`config.mk`:
```
export PLATFORM = sky130hd
export DESIGN_NAME = branch_pc_unit
export DESIGN_NICKNAME = d
export VERILOG_FILES = /design/src/rtl/branch_pc_unit.sv
export SDC_FILE = /design/constraint.sdc
export NUM_CORES = 1
export LEC_CHECK = 0
export CAP_MARGIN = 25
export CORE_UTILIZATION = 45
export CTS_CLUSTER_SIZE = 14
export DETAILED_ROUTE_END_ITERATION = 12
export GPL_TIMING_DRIVEN = 0
export PLACE_DENSITY_LB_ADDON = 0.3
export SKIP_LAST_GASP = 1
export SLEW_MARGIN = 5
export SYNTH_ARGS = -nofsm -noshare
export SYNTH_HDL_FRONTEND = slang
export SYNTH_SLANG_ARGS = --single-unit
```
`constraint.sdc`:
```
create_clock -name clk -period 6.99 [get_ports clk]
set_input_delay 0.699 -clock clk [delete_from_list [all_inputs] [get_ports clk]]
set_output_delay 0.699 -clock clk [all_outputs]
set_load 0.1 [all_outputs]
```
`src/rtl/branch_pc_unit.sv`:
```
// branch_pc_unit
//   Program counter plus branch/jump resolution for the single-cycle core.
//   Evaluates the B-type condition from the ALU flags of A-B, picks the next
//   PC, traps on misaligned control-flow targets, and counts committed
//   redirects.
//
// Ports
//   clk, rst_n                  clock, async active-low reset
//   Z_flag/N_flag/C_flag/V_flag ALU flags of A-B (C=1 means A >= B unsigned)
//   Result                      ALU result, JALR target (rs1+imm)
//   imm                         sign-extended B/J immediate
//   funct3                      branch condition select
//   branch, jump, jalr          decoder control (jalr > jump > branch)
//   stall                       holds PC while running
//   trap_ack                    leaves the halted trap state
//   pc                          current PC (registered)
//   pc_plus4                    pc+4, combinational link value
//   branch_taken                combinational redirect decision
//   misalign_trap               registered, high while halted
//   bad_target                  misaligned target captured at trap entry
//   redirect_cnt                count of committed redirects (wraps)
module branch_pc_unit #(
  parameter logic [31:0] RESET_PC    = 32'h0000_0000,
  parameter logic [31:0] TRAP_VECTOR = 32'h0000_0100
) (
  input  logic        clk,
  input  logic        rst_n,
  input  logic        Z_flag,
  input  logic        N_flag,
  input  logic        C_flag,
  input  logic        V_flag,
  input  logic [31:0] Result,
  input  logic [31:0] imm,
  input  logic [2:0]  funct3,
  input  logic        branch,
  input  logic        jump,
  input  logic        jalr,
  input  logic        stall,
  input  logic        trap_ack,
  output logic [31:0] pc,
  output logic [31:0] pc_plus4,
  output logic        branch_taken,
  output logic        misalign_trap,
  output logic [31:0] bad_target,
  output logic [31:0] redirect_cnt
);

  typedef enum logic {RUN, HALT} state_t;

  state_t      state_q;
  logic [31:0] pc_q;
  logic        trap_q;
  logic [31:0] bad_q;
  logic [31:0] redirect_cnt_q;

  logic        cond;
  logic [31:0] target;
  logic        misaligned;

  always_comb begin
    cond = 1'b0;
    case (funct3)
      3'b000:  cond = Z_flag;
      3'b001:  cond = !Z_flag;
      3'b100:  cond = N_flag ^ V_flag;
      3'b101:  cond = !(N_flag ^ V_flag);
      3'b110:  cond = !C_flag;
      3'b111:  cond = C_flag;
      default: cond = 1'b0;
    endcase
  end

  // Jump and taken branch share the pc-relative adder; JALR clears bit 0
  // first, so a target with bit 1 set still fails the alignment check.
  assign target       = jalr ? {Result[31:1], 1'b0} : (pc_q + imm);
  assign misaligned   = |target[1:0];
  assign branch_taken = jalr | jump | (branch & cond);
  assign pc_plus4     = pc_q + 32'd4;

  always_ff @(posedge clk or negedge rst_n) begin
    if (!rst_n) begin
      state_q        <= RUN;
      pc_q           <= RESET_PC;
      trap_q         <= 1'b0;
      bad_q          <= 32'h0;
      redirect_cnt_q <= 32'h0;
    end else begin
      case (state_q)
        RUN: begin
          if (!stall) begin
            if (branch_taken && misaligned) begin
              // PC and counter stay put; the faulting target is recorded.
              state_q <= HALT;
              trap_q  <= 1'b1;
              bad_q   <= target;
            end else if (branch_taken) begin
              pc_q           <= target;
              redirect_cnt_q <= redirect_cnt_q + 32'd1;
            end else begin
              pc_q <= pc_plus4;
            end
          end
        end
        HALT: begin
          // stall is irrelevant here; only the acknowledge moves us on.
          if (trap_ack) begin
            state_q <= RUN;
            pc_q    <= TRAP_VECTOR;
            trap_q  <= 1'b0;
          end
        end
        default: state_q <= RUN;
      endcase
    end
  end

  assign pc            = pc_q;
  assign misalign_trap = trap_q;
  assign bad_target    = bad_q;
  assign redirect_cnt  = redirect_cnt_q;

endmodule

```
==> results.ini <==
[routing]
ant_nets=0
route.detailed.drc=0
wl_per_cell_um=18.9
num_vias=7576
drt_wl_total_mm=24.5
vias_per_cell=5.87
drtPass1Iterations=5
drt_iter0_drc=739

[die]
die_y_um=129
fp.dieArea_um2=16600
coreArea_um2=15800
std_cell_rows=46
die_w_um=129
initial_core_util=0.459
io-pin-count=208

[pwr]
vdd_drop_max_uv=336
power.density_nw_per_um2=469
power.leakage_nw=4.27

[clock_tree]
post_cts_buffers=0
cts_resized=0
clk_pin_slew_ns=0.07
cts.path.max_buffers=2
insertion_delay_ns=0.35
postCtsHoldBufs=0
cts_tree=yes
cts_root_buf=clkbuf_16
cts_buffers=9
clock-sinks=98
htreeDepth=3

[synthesis]
synth_area_um2=7240
synth_top_cell_by_area=dfrtp_1
synth_top_area_frac=0.339
yosys.area_share.simple=0.216
syn_inst=852
ys_seq_area_frac=0.339
synth.distinct_cells=78
synthXorXnorAreaFrac=0.103
yosysWarnings=0
synth-adder-area-share=0.0598
synth_edf_count=0
synth_seq_cells=98
synth-compound-area-share=0.218
ys_async_sr_fraction=1.00
synth_top_family_by_area=compound AO/OA/AOI/OAI gates
synth_ff_type=dfrtp_1
synthMuxAreaShare=0.0314
synth_area_leaders=dfrtp_1 (34%), xnor2_1 (6.2%), nand2_1 (5.9%)
synth_nets=964
syn_avg_cell_area_um2=8.50

[final_layout]
nets=1182
fill_cells=1416
final_area_um2=9900
n_antenna_cell=0
area_growth_pct=36.6
drive_gt1_frac=0.0428
fin_util=0.627

[timing]
tightest_slew_ns=1.06
finalHoldViolations=0
max_freq_mhz=204
setup_violations=0
post-route-min-period_ns=4.90
setup_tns_ns=0
finalMaxSlewViolations=0
rsz0062_at_grt=false
fin_ws_ns=2.09
relSlewSlack=0.294
skew_ns=0.0125
finalCritPeriodShare=0.701
hold_ws_ns=0.343

[global_route]
grt.total_usage=0.299
antenna_found_initial=0
grt_pass1_wl_mm=37.7
grt_max_degree=58
grt_pass1_vias=6898
overflow=0

[setup_path]
worstSetupEndpointType=primary output
critPathMaxFanout=10
crit_top_cell=clkdlybuf4s50_1
cpPeakStageDelay_ns=1.07
worst_setup_path_start_kind=input port
slowest_stage=clkdlybuf4s50_1
crit_chain=clkdlybuf4s50_1, xor2_1, o2111ai_1, a31oi_4, nor3_2, inv_2, clkbuf_1, clkdlybuf4s50_1
criticalPathCategory=input port to primary output
critPathRequiredTime_ns=6.29
worstPathArrival_ns=4.20

[place]
hpwl_mm=19.0
dpl_cell_area_um2=9600
place.gp.congestion=0.917
place_ws_ns=2.18
port_buffers=206

[job]
maxCapViolCount=0

[status]
status=finished, final reports clean

[min_path]
hp-class=input port to async pin

-- sequential cells by signal, indices dropped and copies added (netlist names) --
signal and flops:
bad_target 32, state_q 1, pc 32, redirect_cnt 32
misalign_trap 1
-- logic make-up (layout without fill, tap and decap cells) --
group / count (synthesis) / count (layout)
adders and majority gates: 34 / 34
xor gates and xnor gates: 85 / 85
DFF: 98 / 98
and+or+nand+nor: 315 / 315
muxes: 22 / 22
AOI/OAI and AO/OA: 239 / 239
buffers and inverters: 59 / 282
-- critical path: cells and delay by family --
kind / cells / cell delay, ns
buffers and inverters: 4 / 2.07
AND/OR/NAND/NOR: 1 / 0.64
AO/OA/AOI/OAI: 2 / 0.59
XOR/XNOR: 1 / 0.18
-- placed cells by master, fill, tap and decap left out, drive strengths merged, types with 4 or more instances in the layout --
cell,instances
nand2,115
a31oi,8
inv,22
a32o,6
o21a,4
nor2b,4
and3,20
nand3b,4
nor2,57
a22o,5
dfrtp,98
o31ai,10
clkdlybuf4s50,205
and4,5
nand2b,5
xor2,34
nor4,5
a21oi,48
mux2i,16
clkbuf,42
mux2,6
nand3,34
nor3,23
o21ai,74
xnor2,51
a211oi,11
buf,8
or3,4
a21o,29
nand4,18
ha,33
a221o,4
and2,10
-- per-layer routing --
metal  up-vias  track usage  routed length [µm]
li1       3539            -                   -
met1      3562        0.403               10000
met2       421        0.481               11300
met3        54       0.0507                2410
met4         0        0.110                 782
met5         -            0                   0
-- synth_stat cells, drive strengths merged (4+ instances only) --
library cell,n
a211oi,11
a21o,29
a21oi,48
a221o,4
a22o,5
a31oi,8
a32o,6
and2,10
and3,20
and4,5
buf,6
clkbuf,32
dfrtp,98
ha,33
inv,21
mux2,6
mux2i,16
nand2,115
nand2b,5
nand3,34
nand3b,4
nand4,18
nor2,57
nor2b,4
nor3,23
nor4,5
o21a,4
o21ai,74
o31ai,10
or3,4
xnor2,51
xor2,34
-- cell type report --
| type | count | area (µm²) | area share |
|---|---|---|---|
| plain buffers | 38 | 160 | 0.0162 |
| clock buffers | 10 | 229 | 0.0231 |
| clock inverters | 6 | 66.3 | 0.00670 |
| inverters | 21 | 78.8 | 0.00797 |
| multi-input cells | 695 | 4550 | 0.460 |
| flip-flops and latches | 98 | 2450 | 0.248 |
| well taps | 216 | 270 | 0.0273 |
| repair buffers | 207 | 2090 | 0.211 |
-- report_power, final --
group | switching (W) | leakage (nW) | internal [W] | total [W]
Sequential | 0.000204 | 1.25 | 0.000720 | 0.000924
Clock | 0.000224 | 0.135 | 0.000278 | 0.000502
Combinational | 0.00238 | 2.88 | 0.000826 | 0.00321
Total | 0.00281 | 4.27 | 0.00182 | 0.00464
-- per-stage QoR --
stage,total power [W],std cells
final,0.00464,1291
after global routing,0.00482,1291
after CTS,0.00461,1291
after detailed placement,0.00411,1275
after global placement,0.00409,1274
after floorplan,0.00330,852
-- path summary, 6_finish.rpt --
path | end | startpoint | cells past startpoint | slack [ns]
max in group asynchronous | bad_target[25]$_DFFE_PN0P_ | rst_n | 2 | 5.98
hold / removal | redirect_cnt[31]$_DFFE_PN0P_ | rst_n | 1 | 0.34
hold reg to reg | redirect_cnt[31]$_DFFE_PN0P_ | redirect_cnt[31]$_DFFE_PN0P_ | 1 | 0.47
setup / recovery | branch_taken | V_flag | 8 | 2.09
setup reg to reg | bad_target[16]$_DFFE_PN0P_ | pc[0]$_DFFE_PN0P_ | 10 | 3.57
min in group clk | redirect_cnt[31]$_DFFE_PN0P_ | redirect_cnt[31]$_DFFE_PN0P_ | 1 | 0.47
Power figures use the tool's default switching activity.
